--- src/rtl/key_deb_pkg.sv ---
// Shared definitions for the key debouncer: FSM state encodings, the default
// key count and a one-hot test helper.
package key_deb_pkg;

    // The downstream 4-to-2 encoder expects exactly four lines.
    localparam int unsigned N_KEYS_DEF = 4;

    // Debouncer FSM state encodings (kept as plain constants for legacy tools).
    localparam logic [1:0] IDLE     = 2'd0;
    localparam logic [1:0] DEBOUNCE = 2'd1;
    localparam logic [1:0] HELD     = 2'd2;
    localparam logic [1:0] RELEASE  = 2'd3;

    // True when exactly one bit of v is set (popcount == 1).
    function automatic logic is_onehot(input logic [31:0] v);
        return (v != 32'd0) && ((v & (v - 32'd1)) == 32'd0);
    endfunction

endpackage

--- src/rtl/sync_2ff.sv ---
// Two-flop synchronizer for asynchronous level inputs, one stage pair per bit.
module sync_2ff #(
    parameter int unsigned WIDTH = 1
) (
    input  logic             clk,
    input  logic             rst_n,
    input  logic [WIDTH-1:0] d,
    output logic [WIDTH-1:0] q
);

    logic [WIDTH-1:0] meta_q;
    logic [WIDTH-1:0] sync_q;

    // First stage may go metastable; second stage gives a clean level.
    always_ff @(posedge clk or negedge rst_n) begin
        if (!rst_n) begin
            meta_q <= '0;
            sync_q <= '0;
        end else begin
            meta_q <= d;
            sync_q <= meta_q;
        end
    end

    assign q = sync_q;

endmodule

--- src/rtl/key_onehot_debounce.sv ---
// Key front end for the 4-to-2 encoder: synchronizes and debounces raw key
// lines, forwards only single-key presses as a one-hot code with an enable,
// and flags debounced multi-key patterns.
// Optional build macro KEY_REPEAT_EN: while a key stays held, strb re-pulses
// every REPEAT_CYCLES cycles after the initial acceptance pulse.
module key_onehot_debounce
    import key_deb_pkg::*;
#(
    parameter int unsigned N_KEYS        = N_KEYS_DEF,
    parameter int unsigned DEB_CYCLES    = 16,
    parameter int unsigned REPEAT_CYCLES = 1000
) (
    input  logic              clk,
    input  logic              rst_n,
    input  logic [N_KEYS-1:0] key_raw,
    output logic [N_KEYS-1:0] onehot,
    output logic              en,
    output logic              strb,
    output logic              multi_err
);

    localparam int unsigned     CNT_W   = $clog2(DEB_CYCLES);
    localparam logic [CNT_W-1:0] CNT_MAX = CNT_W'(DEB_CYCLES - 1);

    // Reject illegal configurations at elaboration time.
    if (DEB_CYCLES < 2) begin : g_bad_deb
        $error("DEB_CYCLES must be at least 2");
    end
    if (REPEAT_CYCLES < 2) begin : g_bad_repeat
        $error("REPEAT_CYCLES must be at least 2");
    end

    logic [N_KEYS-1:0] key_s;

    logic [1:0]        state_q, state_d;
    logic [N_KEYS-1:0] cand_q, cand_d;
    logic [CNT_W-1:0]  cnt_q, cnt_d;
    logic [N_KEYS-1:0] onehot_q, onehot_d;
    logic              en_q, en_d;
    logic              strb_q, strb_d;
    logic              err_q, err_d;
    logic              rpt_fire;

    sync_2ff #(
        .WIDTH (N_KEYS)
    ) u_sync (
        .clk   (clk),
        .rst_n (rst_n),
        .d     (key_raw),
        .q     (key_s)
    );

`ifdef KEY_REPEAT_EN
    localparam int unsigned      RPT_W   = $clog2(REPEAT_CYCLES);
    localparam logic [RPT_W-1:0] RPT_MAX = RPT_W'(REPEAT_CYCLES - 1);

    logic [RPT_W-1:0] rpt_q;

    // Repeat period elapses on the REPEAT_CYCLES-th held cycle after the last pulse.
    always_comb begin
        rpt_fire = (rpt_q == RPT_MAX);
    end

    // Repeat counter runs only while the accepted key is still held.
    always_ff @(posedge clk or negedge rst_n) begin
        if (!rst_n) begin
            rpt_q <= '0;
        end else if ((state_q == HELD) && (key_s == cand_q)) begin
            rpt_q <= rpt_fire ? '0 : rpt_q + 1'b1;
        end else begin
            rpt_q <= '0;
        end
    end
`else
    assign rpt_fire = 1'b0;
`endif

    // Next-state and registered-output logic of the debounce FSM.
    always_comb begin
        state_d  = state_q;
        cand_d   = cand_q;
        cnt_d    = cnt_q;
        onehot_d = onehot_q;
        en_d     = en_q;
        strb_d   = 1'b0;
        err_d    = err_q;

        unique case (state_q)
            IDLE: begin
                if (key_s != '0) begin
                    cand_d  = key_s;
                    cnt_d   = '0;
                    state_d = DEBOUNCE;
                end
            end

            DEBOUNCE: begin
                if (key_s == '0) begin
                    state_d = IDLE;
                end else if (key_s != cand_q) begin
                    // Pattern still bouncing: restart on the new candidate.
                    cand_d = key_s;
                    cnt_d  = '0;
                end else if (cnt_q == CNT_MAX) begin
                    cnt_d = '0;
                    if (is_onehot(32'(cand_q))) begin
                        onehot_d = cand_q;
                        en_d     = 1'b1;
                        strb_d   = 1'b1;
                        state_d  = HELD;
                    end else begin
                        // Multi-key chord: flag it, never forward it.
                        err_d   = 1'b1;
                        state_d = RELEASE;
                    end
                end else begin
                    cnt_d = cnt_q + 1'b1;
                end
            end

            HELD: begin
                if (key_s != cand_q) begin
                    // Release or an extra key: withdraw the code on this edge.
                    onehot_d = '0;
                    en_d     = 1'b0;
                    cnt_d    = '0;
                    state_d  = RELEASE;
                end else begin
                    strb_d = rpt_fire;
                end
            end

            RELEASE: begin
                if (key_s != '0) begin
                    cnt_d = '0;
                end else if (cnt_q == CNT_MAX) begin
                    err_d   = 1'b0;
                    cnt_d   = '0;
                    state_d = IDLE;
                end else begin
                    cnt_d = cnt_q + 1'b1;
                end
            end

            default: begin
                state_d = IDLE;
            end
        endcase
    end

    // FSM and output registers; reset clears everything immediately.
    always_ff @(posedge clk or negedge rst_n) begin
        if (!rst_n) begin
            state_q  <= IDLE;
            cand_q   <= '0;
            cnt_q    <= '0;
            onehot_q <= '0;
            en_q     <= 1'b0;
            strb_q   <= 1'b0;
            err_q    <= 1'b0;
        end else begin
            state_q  <= state_d;
            cand_q   <= cand_d;
            cnt_q    <= cnt_d;
            onehot_q <= onehot_d;
            en_q     <= en_d;
            strb_q   <= strb_d;
            err_q    <= err_d;
        end
    end

    assign onehot    = onehot_q;
    assign en        = en_q;
    assign strb      = strb_q;
    assign multi_err = err_q;

endmodule

--- config.mk ---
export PLATFORM = sky130hd
export DESIGN_NAME = key_onehot_debounce
export DESIGN_NICKNAME = d
export VERILOG_FILES = /design/src/rtl/key_deb_pkg.sv /design/src/rtl/sync_2ff.sv /design/src/rtl/key_onehot_debounce.sv
export SDC_FILE = /design/constraint.sdc
export NUM_CORES = 1
export LEC_CHECK = 0
export ABC_CLOCK_PERIOD_IN_PS = 4300
export BUFFER_PORTS_ARGS = -buffer_cell sky130_fd_sc_hd__buf_4
export CORE_MARGIN = 3
export CORE_UTILIZATION = 60
export CTS_CLUSTER_DIAMETER = 60
export DETAILED_ROUTE_END_ITERATION = 16
export GPL_ROUTABILITY_DRIVEN = 0
export GPL_TIMING_DRIVEN = 0
export PLACE_DENSITY = 0.85
export RECOVER_POWER = 100
export SYNTH_ARGS = -nofsm -noshare
export SYNTH_HDL_FRONTEND = slang
export SYNTH_SLANG_ARGS = --single-unit
--- constraint.sdc ---
create_clock -name clk -period 4.3 [get_ports clk]
set_input_delay 0.645 -clock clk [delete_from_list [all_inputs] [get_ports clk]]
set_output_delay 0.645 -clock clk [all_outputs]
set_load 0.03 [all_outputs]
# [After elaboration in Yosys (flattened, before gate mapping)]
# Cells that the tools add are included.
[word_totals] inputBits=6 output_inout_bits=7 reg_bits=25 elab_cells=86
[op_classes] n_eq_ne=17 reduce_logical=14 n_bitwise=1 addsub=2 n_mux=43
[ops] operator="4-bit two-way mux" count=13
[ops] operator="4-bit by 32-bit AND with 32-bit output" count=1
[ops] operator="32-bit logical NOT" count=1
[ops] operator="2-bit inequality test, second input constant" count=10
[ops] operator="1-bit two-way mux" count=17
[ops] operator="4-bit case mux with 2 select lines" count=2
[ops] operator="4-bit case mux with 4 select lines" count=1
[ops] operator="2-bit two-way mux" count=7
[ops] operator="6-bit AND reduction" count=2
[ops] operator="2-bit case mux with 4 select lines" count=1
[ops] operator="4-bit nonzero test" count=2
[ops] operator="7-bit AND reduction" count=1
[ops] operator="3-bit inequality test, second input constant" count=2
[ops] operator="2-bit nonzero test" count=3
[ops] operator="4-bit by 1-bit subtractor with 5-bit output, second input constant" count=1
[ops] operator="4-bit by 1-bit adder with 4-bit output, second input constant" count=1
[ops] operator="2-bit equality test, second input constant" count=2
[ops] operator="4-bit equality test, second input constant" count=1
[ops] operator="4-bit logical NOT" count=1
[ops] operator="4-bit inequality test" count=1
[ops] operator="1-bit case mux with 2 select lines" count=2
[ops] operator="4-bit AND reduction" count=1
[ops] operator="3-bit AND reduction" count=1
[ops] operator="2-bit by 1-bit equality test with 1-bit output, second input constant" count=1
[ops] operator="2 further kinds" count=2

# [Depth between registers and ports, before layout]
[logic_depth] ltp_word=9 mapped_depth=6

# [By module]
# Synthesis repeated with hierarchy kept, for this count alone.
[unflattened] hier_cells=90 hier_area_um2=1077.3
[by_module_without_submodules] module="key_onehot_debounce" n_inst=1 cells_per_inst=82 area_each_um2=877.1 seq_area_each_um2=425.4
[by_module_without_submodules] module="sync_2ff" n_inst=1 cells_per_inst=8 area_each_um2=200.2 seq_area_each_um2=200.2

# [Least setup slack after synthesis]
# Ideal clock, no wire load.
[synth_timing] path_kind="reg2reg" startpoint="register u_sync.sync_q[1] (netlist: u_sync.q[1])" endpoint="register err_q (netlist: multi_err)" setup_slack_ns=2.699 period_less_slack_ns=1.601 stages_incl_launch_ff=5 arrival_time_ns=1.480 required_ns=4.180 cell_sequence="dfrtp_1 > or4_4 > or2_2 > o21ai_0 > nand2_1"
[synth_between] elab_chain_len=3
[synth_lines] element="start, declared" line="sync_2ff.sv:12" rtl="logic [WIDTH-1:0] sync_q;"
[synth_lines] element="start signal, assigned" line="sync_2ff.sv:21" rtl="sync_q <= meta_q;"
[synth_lines] element="4-bit inequality test (tied with other cells)" line="key_onehot_debounce.sv:100" rtl="end else if (key_s != cand_q) begin"
[synth_lines] element="2-bit inequality test (no source line)"
[synth_lines] element="7-bit AND reduction (no source line) (*)"
[synth_lines] element="end signal, assigned" line="key_onehot_debounce.sv:168" rtl="err_q <= err_d;"
[synth_lines] element="end, declared" line="key_onehot_debounce.sv:41" rtl="logic err_q, err_d;"
# Mark *: on every way between the ends. The rest lies on a longest branch, timed or not.
# A chain may end at the register's enable or synchronous reset.

# [Worst setup path in the final report]
[layout_timing] startpoint="register u_sync.sync_q[1] (netlist: u_sync.q[1])" endpoint="register onehot_q[3] (netlist: onehot[3])"
[layout_between] elab_chain_len=3
[layout_lines] element="4-bit inequality test or 4-bit logical NOT (tied branches)" line="key_onehot_debounce.sv:100, key_onehot_debounce.sv:122, key_onehot_debounce.sv:98"
[layout_lines] element="2-bit inequality test (no source line)"
[layout_lines] element="6-bit AND reduction (no source line) (*)"
[layout_lines] element="end signal, assigned" line="key_onehot_debounce.sv:165" rtl="onehot_q <= onehot_d;"
[layout_lines] element="end, declared" line="key_onehot_debounce.sv:38" rtl="logic [N_KEYS-1:0] onehot_q, onehot_d;"
# Marked as above.

==> impl_results.rst <==
.. list-table::
   :header-rows: 1

   * - Metric
     - Value
   * - Filler cell count in the final layout
     - 154
   * - Violations in the final reports
     - capacitance limit, slew limit
   * - CP arrival
     - 3080 ps
   * - Worst min path class
     - reg -> reg
   * - Peak per-stage delay on the critical path
     - 1280 ps
   * - CP Cell Sequence
     - nor4_1 -> nor2_1 -> nand3_1 -> mux2i_1
   * - Total number of H-tree levels
     - 1
   * - Status
     - finished with violations
   * - Minimum period implied by the final worst setup slack
     - 2830 ps
   * - Commonest cells after routing, fill and taps aside
     - 25 x sky130_fd_sc_hd__dfrtp_1, 12 x sky130_fd_sc_hd__nand2_1, 9 x sky130_fd_sc_hd__clkbuf_1
   * - Setup repair after global routing missed its margin
     - false
   * - Final wirelength
     - 2170 um
   * - Max Transition Viols Final
     - 10
   * - Post-cts hold buffer count
     - 0
   * - Worst IR drop on VDD
     - 254 uV
   * - GR Util met1
     - 0.209
   * - Worst slew slack as a fraction of its limit
     - -0.0375
   * - Top Usage Layer GRT
     - met2
   * - Required time worst endpoint
     - 4560 ps
   * - Yosys warns
     - 0
   * - Post-synthesis sequential area ratio
     - 0.536
   * - Fmax
     - 0.354 GHz
   * - Highest net fanout along the worst path
     - 9
   * - Post-detailed-route wirelength per cell
     - 14.9 um
   * - Max_cap viols
     - 1
   * - Fraction of post-synthesis cell area in the top cell type by area
     - 0.536
   * - # diodes
     - 0
   * - Post-Syn Area
     - 0.00117 sq mm
   * - Synth cell types
     - 32
   * - Count of vias placed by the detailed router
     - 882
   * - Buffer type at the clock tree root
     - sky130_fd_sc_hd__clkbuf_4
   * - Global-route wire length before repair
     - 3660 um
   * - All-Layer GR Usage
     - 0.192
   * - Post-Route Skew
     - 5.45 ps
   * - Number of register bits inferred by synthesis
     - 25
   * - Register clock-pin slew on the reported worst setup and hold paths
     - 130 ps
   * - DRC Markers
     - 0
   * - Nets
     - 129
   * - Maximum number of buffers from clock root to sink
     - 2
   * - Total non-filler cell area in the finished layout
     - 0.00126 sq mm
   * - Static power due to leakage
     - 0.582 nW
   * - Pin count of the biggest net entering global routing
     - 26
   * - Worst-skew pair later-pin latency
     - 330 ps
   * - Register-to-register path setup slack
     - 1470 ps
   * - Ports placed on the boundary
     - 13
   * - Post-placement worst setup slack
     - 2520 ps
   * - Standard cell area after detailed placement
     - 0.00129 sq mm
   * - Detail Placement HPWL
     - 1570 um
   * - Clock Sink Count
     - 25
   * - CTS tree
     - built
   * - Share of cells above drive strength 1
     - 0.140
   * - Most frequent standard cell in the layout excluding fill and tap cells
     - sky130_fd_sc_hd__dfrtp_1
   * - Proportion of register bits with asynchronous set or reset after synthesis
     - 1.00
   * - CTS buffer count
     - 3
   * - Library cell with the largest summed area after synthesis
     - sky130_fd_sc_hd__dfrtp_1
   * - Resized Gates After CTS
     - 0
   * - Final worst-path cycle share
     - 0.657
   * - Number of failing hold endpoints at the final stage
     - 0
   * - Power Density
     - 304 mW/mm^2
   * - Crit-path slowest cell
     - sky130_fd_sc_hd__nor4_1
   * - Critical Path Sink Type
     - register
   * - Type of element launching the critical path
     - register
   * - Via count of the first global-routing pass
     - 862
   * - Grt met2 use
     - 0.357
   * - Number of search-and-repair iterations in the first detailed-routing pass
     - 4
   * - Starting Density
     - 0.654
   * - DR iter-0 viols
     - 36
   * - Count of final setup violators
     - 0
   * - Die W
     - 50.1 um
   * - Total Die Area
     - 0.00251 sq mm
   * - Dominant synthesized flop cell
     - sky130_fd_sc_hd__dfrtp_1
   * - Number of synthesized flops with an enable pin
     - 0
   * - Number of setup buffers added after CTS
     - 0
   * - Chip Height
     - 50.1 um
   * - Kind of critical path
     - reg -> reg
   * - Area of the placeable core
     - 0.00178 sq mm
   * - Final antenna-violating net count
     - 0
   * - Net Count, Synth
     - 112
   * - Met3 Track Usage GR
     - 0.0272
   * - Input/output buffers
     - 12
   * - Area Overhead vs Synth
     - 7.94%
   * - Cells taking the most area after synthesis
     - sky130_fd_sc_hd__dfrtp_1 54%, sky130_fd_sc_hd__mux2i_1 5.2%, sky130_fd_sc_hd__mux2_2 3.9%
   * - Detailed-route vias per instance
     - 6.04
   * - Summed negative setup slack over all endpoints
     - 0 ps
   * - Slew at the pin closest to its max-slew limit
     - 1540 ps
   * - Number of antenna violations at the first check in global routing
     - 0
   * - Slack of the critical path
     - 1470 ps
   * - Leftover overflow at the end of global routing
     - 0
   * - Count of standard-cell rows
     - 15
   * - Average cell area after synthesis
     - 11.1 sq um
   * - Post-Syn Instances
     - 105
[metal layers]
metal  vias up  share of wire
met5         -              0
met3         4          0.056
li1        408              -
met2        40           0.51
met4         0          0.015
met1       430           0.42
[cell families (layout without fill, tap and decap cells)]
logic type,after synthesis,after routing,synth area share
multiplexers,10,10,0.0901
buffers and inverters,10,26,0.0333
XOR/XNOR,5,5,0.0376
flip-flops,25,25,0.536
adder cells (fa/ha/maj),1,1,0.0107
AO/OA/AOI/OAI,20,20,0.127
AND/OR/NAND/NOR,34,34,0.165
[per-stage QoR]
stage,power [mW],hold WS [ps],utilization,std cells
2_1_floorplan,0.272,331,-,105
3_3_place_gp,0.282,332,0.722,142
3_5_place_dp,0.285,336,0.722,142
4_1_cts,0.388,193,0.738,146
5_1_grt,0.398,378,0.706,146
6_report,0.383,366,0.706,146
[flip-flops by register name, indices dropped and copies added, names as in the netlist, named ones only]
register	cells
cnt_q	4
u_sync.meta_q	4
u_sync.q	4
cand_q	4
multi_err	1
state_q	1
en	1
strb	1
onehot	4
[path summary, 6_finish.rpt]
path | to | cells past startpoint | start
max in group asynchronous | u_sync.meta_q[1] | 1 | rst_n
min reg2reg | u_sync.q[3] | 0 | u_sync.meta_q[3]
max reg2reg | onehot[3] | 4 | u_sync.q[1]
max | onehot[3] | 4 | u_sync.q[1]
min in group asynchronous | cnt_q[2] | 1 | rst_n
min | u_sync.q[3] | 0 | u_sync.meta_q[3]
[final cells by class]
type,instances,area (sq um),share of cell area
plain buffers,2,8.76,0.00696
clock buffers,3,22.5,0.0179
clock inverters,1,5.00,0.00398
inverters,8,30.0,0.0239
multi-input cells,70,475,0.378
flip-flops and latches,25,626,0.497
well taps,25,31.3,0.0249
repair buffers,12,60.1,0.0477
[cells in the mapped netlist, types with 2 or more instances]
cell                       count
sky130_fd_sc_hd__nor2_1        7
sky130_fd_sc_hd__o32ai_1       2
sky130_fd_sc_hd__a21oi_1       3
sky130_fd_sc_hd__a221oi_1      2
sky130_fd_sc_hd__xnor2_1       4
sky130_fd_sc_hd__inv_1         8
sky130_fd_sc_hd__mux2_2        4
sky130_fd_sc_hd__o21ai_0       4
sky130_fd_sc_hd__dfrtp_1      25
sky130_fd_sc_hd__nor3_1        2
sky130_fd_sc_hd__nand2_1      12
sky130_fd_sc_hd__a32oi_1       2
sky130_fd_sc_hd__nor2_2        3
sky130_fd_sc_hd__a311oi_1      3
sky130_fd_sc_hd__mux2i_1       6
sky130_fd_sc_hd__nand3_1       2
[critical path, delay by kind of cell (launching register included)]
kind | cells | cell delay (ps)
and+or+nand+nor | 3 | 2080
muxes | 1 | 240
DFF | 1 | 440
[power breakdown]
group | switching [mW] | total (mW) | internal (mW)
clock network | 0.0712 | 0.106 | 0.0350
registers | 0.00756 | 0.250 | 0.242
logic | 0.0155 | 0.0274 | 0.0118
total | 0.0943 | 0.383 | 0.289
Power figures use the tool's default switching activity.
